### config.mk
export PLATFORM = sky130hd
export DESIGN_NAME = drop_timer
export DESIGN_NICKNAME = d
export VERILOG_FILES = /design/src/rtl/tetris_timing_pkg.sv /design/src/rtl/tick_rise_detect.sv /design/src/rtl/drop_timer.sv
export SDC_FILE = /design/constraint.sdc
export NUM_CORES = 1
export LEC_CHECK = 0
export CAP_MARGIN = 20
export CORE_ASPECT_RATIO = 1.5
export CORE_MARGIN = 2
export CORE_UTILIZATION = 45
export DETAILED_ROUTE_END_ITERATION = 8
export GPL_TIMING_DRIVEN = 0
export PLACE_DENSITY = 0.67
export REMOVE_ABC_BUFFERS = 1
export SYNTH_ARGS = -nofsm -noshare
export SYNTH_HDL_FRONTEND = slang
export SYNTH_SLANG_ARGS = --single-unit
export TNS_END_PERCENT = 100
### constraint.sdc
create_clock -name ClockIn -period 2.86 [get_ports ClockIn]
set_input_delay 0.572 -clock ClockIn [delete_from_list [all_inputs] [get_ports ClockIn]]
set_output_delay 0.572 -clock ClockIn [all_outputs]
set_load 0.05 [all_outputs]
### src/rtl/tetris_timing_pkg.sv
// Shared timing types and helpers for the Tetris game core's rate-divider consumers.
package tetris_timing_pkg;

   typedef enum logic [1:0] {IDLE, FALLING, LOCKING, WAIT_LOCK} drop_state_t;

   function automatic int unsigned period_width(input int unsigned max_div,
                                                input int unsigned level_w);
      return $clog2(max_div + 1) + level_w + 1;
   endfunction

   localparam int unsigned PERIOD_W = period_width(48, 4);

   // Ticks per drop for a level; a level deep enough to go negative saturates at min_div.
   function automatic int drop_period(input int level,
                                      input int max_div = 48,
                                      input int step    = 4,
                                      input int min_div = 2);
      int p;
      p = max_div - level * step;
      return (p < min_div) ? min_div : p;
   endfunction

endpackage

### src/rtl/tick_rise_detect.sv
// Registered rising-edge detector for a synchronous square-wave tick.
module tick_rise_detect (
   input  logic ClockIn,
   input  logic resetn,
   input  logic In,
   output logic Rise
);

   logic tick_q;

   always_ff @(posedge ClockIn or negedge resetn) begin
      if (!resetn) tick_q <= 1'b0;
      else         tick_q <= In;
   end

   assign Rise = In & ~tick_q;

endmodule

### src/rtl/drop_timer.sv
// Gravity and lock-delay timer: turns rate-divider ticks into drop and lock requests.
// Optional feature: DROP_TIMER_LOCK_RESET_EN lets player moves reload the lock delay.
module drop_timer
   import tetris_timing_pkg::*;
#(
   parameter int unsigned MAX_DIV    = 48,
   parameter int unsigned STEP       = 4,
   parameter int unsigned MIN_DIV    = 2,
   parameter int unsigned SOFT_DIV   = 2,
   parameter int unsigned LOCK_TICKS = 30,
   parameter int unsigned LEVEL_W    = 4,
   parameter int unsigned MAX_RESETS = 15
) (
   input  logic               ClockIn,
   input  logic               resetn,
   input  logic               TickIn,
   input  logic               Run,
   input  logic               Pause,
   input  logic [LEVEL_W-1:0] Level,
   input  logic               SoftDrop,
   input  logic               Grounded,
   input  logic               Move,
   output logic               DropReq,
   input  logic               DropAck,
   output logic               LockReq,
   input  logic               LockAck
);

   localparam int unsigned CNT_W  = $clog2(MAX_DIV + 1);
   localparam int unsigned LOCK_W = $clog2(LOCK_TICKS + 1);
   localparam logic [CNT_W-1:0]  SOFT_LAST = CNT_W'(SOFT_DIV - 1);
   localparam logic [LOCK_W-1:0] LOCK_LAST = LOCK_W'(LOCK_TICKS - 1);

   logic              tick_raw, tick;
   logic [CNT_W-1:0]  frame_cnt, period_m1, eff;
   logic [LOCK_W-1:0] lock_cnt;
   drop_state_t       state;

   tick_rise_detect u_tick (
      .ClockIn (ClockIn),
      .resetn  (resetn),
      .In      (TickIn),
      .Rise    (tick_raw)
   );

   assign tick = tick_raw & ~Pause;

   always_comb begin
      period_m1 = CNT_W'(drop_period(int'(Level), int'(MAX_DIV), int'(STEP), int'(MIN_DIV)) - 1);
      eff       = (SoftDrop && (frame_cnt > SOFT_LAST)) ? SOFT_LAST : frame_cnt;
   end

`ifdef DROP_TIMER_LOCK_RESET_EN
   logic [3:0] reset_cnt;
   logic       move_reload;
   assign move_reload = Move && (reset_cnt < 4'(MAX_RESETS));
`else
   logic unused_move;
   assign unused_move = Move;
`endif

   always_ff @(posedge ClockIn or negedge resetn) begin
      if (!resetn) begin
         state     <= IDLE;
         frame_cnt <= '0;
         lock_cnt  <= '0;
         DropReq   <= 1'b0;
         LockReq   <= 1'b0;
`ifdef DROP_TIMER_LOCK_RESET_EN
         reset_cnt <= '0;
`endif
      end else if (!Run) begin
         state   <= IDLE;
         DropReq <= 1'b0;
         LockReq <= 1'b0;
      end else begin
         // Ack clears first so a newly due request in the same cycle wins.
         if (DropAck) DropReq <= 1'b0;
         if (LockAck) LockReq <= 1'b0;
         case (state)
            IDLE: begin
               state     <= FALLING;
               frame_cnt <= period_m1;
`ifdef DROP_TIMER_LOCK_RESET_EN
               reset_cnt <= '0;
`endif
            end
            FALLING: begin
               if (Grounded) begin
                  state    <= LOCKING;
                  lock_cnt <= LOCK_LAST;
               end else if (tick) begin
                  if (eff == '0) begin
                     DropReq   <= 1'b1;
                     frame_cnt <= period_m1;
                  end else begin
                     frame_cnt <= eff - 1'b1;
                  end
               end
            end
            LOCKING: begin
               if (!Grounded) begin
                  state     <= FALLING;
                  frame_cnt <= period_m1;
`ifdef DROP_TIMER_LOCK_RESET_EN
               end else if (move_reload) begin
                  lock_cnt  <= LOCK_LAST;
                  reset_cnt <= reset_cnt + 1'b1;
`endif
               end else if (tick) begin
                  if (lock_cnt == '0) begin
                     LockReq <= 1'b1;
                     state   <= WAIT_LOCK;
                  end else begin
                     lock_cnt <= lock_cnt - 1'b1;
                  end
               end
            end
            WAIT_LOCK: begin
               if (LockAck) begin
                  state     <= FALLING;
                  frame_cnt <= period_m1;
`ifdef DROP_TIMER_LOCK_RESET_EN
                  reset_cnt <= '0;
`endif
               end
            end
            default: state <= IDLE;
         endcase
      end
   end

endmodule

==> flow_summary.toml <==
[hold_path]
min_path_type = "reg2reg"

[worst_setup_path]
end_kind = "flop"
critPathKind = "in2reg"
r2r_setup_slack_ns = 0.28
worst_ep_required_time_ns = 3.03
arrival_ns = 2.78
path_max_fanout = 9
worstSetupStartpointType = "primary input"

[floorplan]
rows = 23
die_h_um = 69.92
ios = 16
initial_core_util = 0.4820
core_mm2 = 0.002705
die-width_um = 47.95
die-area_mm2 = 0.003353

[synthesis]
synth_top_area_frac = 0.3071
ys_warn_count = 0
yosysMostFrequentCell = "dfrtp_1"
synth_seq_cells = 16
synth_commonest_cells = "dfrtp_1, a21oi_1, nor2_1"
synth.distinct_cells = 53
ys_seq_area_frac = 0.3071
netlist_area_mm2 = 0.001304
ys.flop_type = "dfrtp_1"
yosys-top-cells-area = "dfrtp_1, ha_1, a21oi_1"
synth-edff-count = 0
synth_top_area_cell = "dfrtp_1"
syn_area_per_cell_um2 = 8.750
postSynthCellCount = 149
async_flop_share = 1.000

[timing]
setup_tns_ns = 0
relSlewSlack = 0.4943
fin_crit_sh = 0.9113
period_minus_slack_ns = 2.606
setup_viol = 0
worstMarginPinSlew_ns = 0.7563
finalHoldViolations = 0
rsz0062_at_grt = "no"
skew_ns = 0.004014
worst_slack_ns = 0.2537
slew_violations = 0
max_freq_ghz = 0.3837

[route]
post-route-drc-count = 0
drt-pass1-iter-count = 4
routed_via_density = 6.036
via_count = 1183
wirelength_um = 2948
drtAntennaViolNets = 0
dr.first_iter.drc_count = 21
routedWlPerCell_um = 15.04

[cts]
root_buffer = "clkbuf_8"
cts_num_sinks = 16
cts_buffer_depth = 2
cts.repair.resized = 0
cts_tree = "yes"
insertion_delay_ns = 0.25
cts_setup_buffers = 0
cts_hold_buf = 0
clkTransAtPathRegs_ns = 0.06
numCtsBuffers = 3
htree_num_levels = 1

[layout]
drive_gt1_frac = 0.08176
diodes = 0
fin_util = 0.5532
nets = 183
fin_cells = 196
area_growth_pct = 14.78

[placement]
dpl_worst_slack_ns = 0.02127
portBuffers = 14
dp.cells = 193
gp_congestion = 0.7418
hpwlAfterDp_um = 2291

[power_and_ir_drop]
p_int_mw = 0.5525
switching_share = 0.3970
seqPwrFrac = 0.434
power_frac_comb = 0.373
fin_total_pwr_mw = 0.9162
peakVddDrop_uv = 306.4
powerDensity_mw_per_mm2 = 612.2
p_sw_mw = 0.3637
clockPowerShare = 0.193
leakage_nw = 0.5856

[global_routing]
grt_antenna_before_repair = 0
grt_max_degree = 17
track_usage = 0.2081
grt.overflow.total = 0
grt_pass1_vias = 1224
grt_pass1_wl_um = 5264

[run]
max_cap_viol_count = 0

[outcome]
status = "finished, final reports clean"
sequential cells by signal, summed over array words and instances (netlist names):
name / cells
u_tick.tick_q: 1
state: 2
lock_cnt: 5
frame_cnt: 6
DropReq: 1
LockReq: 1
metal layers:
layer | part of all wire | GRT usage | vias to the layer above
li1 | - | - | 575
met1 | 0.38 | 0.2399 | 568
met2 | 0.55 | 0.3541 | 31
met3 | 0.040 | 0.02584 | 9
met4 | 0.029 | 0.09610 | 0
met5 | 0 | 0 | -
cell usage in the layout (no fill, tap or decap), types with 5 or more instances in the layout:
master | Yosys | final
nand4_1 | 5 | 5
a21oi_1 | 12 | 12
nand2b_1 | 5 | 5
o21ai_0 | 5 | 5
dfrtp_1 | 16 | 16
inv_1 | 10 | 10
clkdlybuf4s50_1 | 0 | 14
nand2_1 | 9 | 9
ha_1 | 8 | 8
nor2_1 | 11 | 11
worst max-delay path, stage by stage:
cell,delay (ns)
clkdlybuf4s50_1,0.66
o21ai_0,0.19
and2b_1,0.23
ha_1,0.26
a21bo_2,0.23
a21o_2,0.24
a211o_1,0.23
a31oi_1,0.17
through the flow:
step	cell area [um^2]	hold slack, ns
6_report	1496	0.5506
3_3_place_gp	1455	0.5217
4_1_cts	1496	0.5609
2_1_floorplan	1269	0.2764
5_1_grt	1496	0.5980
3_5_place_dp	1455	0.5507
power by group through the flow:
stage / clock, mW / combinational [mW] / sequential [mW]
detailed placement: 0 / 0.342 / 0.400
floorplan: 0 / 0.262 / 0.377
global placement: 0 / 0.332 / 0.393
finish: 0.177 / 0.342 / 0.397
global route: 0.187 / 0.395 / 0.415
CTS: 0.179 / 0.345 / 0.396
cell type report:
cell class | count | area, um^2
Clock buffer | 3 | 41.29
Fill cell | 272 | 1209
Inverter | 10 | 37.54
Multi-Input combinational cell | 116 | 830.8
Sequential cell | 16 | 400.4
Tap cell | 37 | 46.29
Timing Repair Buffer | 14 | 140.1
final timing paths:
path | from | endpoint | depth (start not counted)
worst min-delay path | LockReq | LockReq | 2
worst max-delay path | SoftDrop | frame_cnt[4] | 8
worst min register to register | LockReq | LockReq | 2
min in group asynchronous | resetn | lock_cnt[1] | 1
max in group asynchronous | resetn | frame_cnt[3] | 1
worst max register to register | frame_cnt[4] | frame_cnt[2] | 8
kinds of logic (layout without fill, tap and decap cells):
| logic type | Yosys count | after routing | share of synthesized area |
|---|---|---|---|
| buffers and inverters | 17 | 27 | 0.05567 |
| AND/OR/NAND/NOR | 53 | 53 | 0.2447 |
| adder cells (fa/ha/maj) | 8 | 8 | 0.07678 |
| flip-flops | 16 | 16 | 0.3071 |
| AO/OA/AOI/OAI | 48 | 48 | 0.2649 |
| XOR/XNOR | 4 | 4 | 0.02688 |
| multiplexers | 3 | 3 | 0.02399 |
No activity file was read; power rests on OpenSTA's default activity.
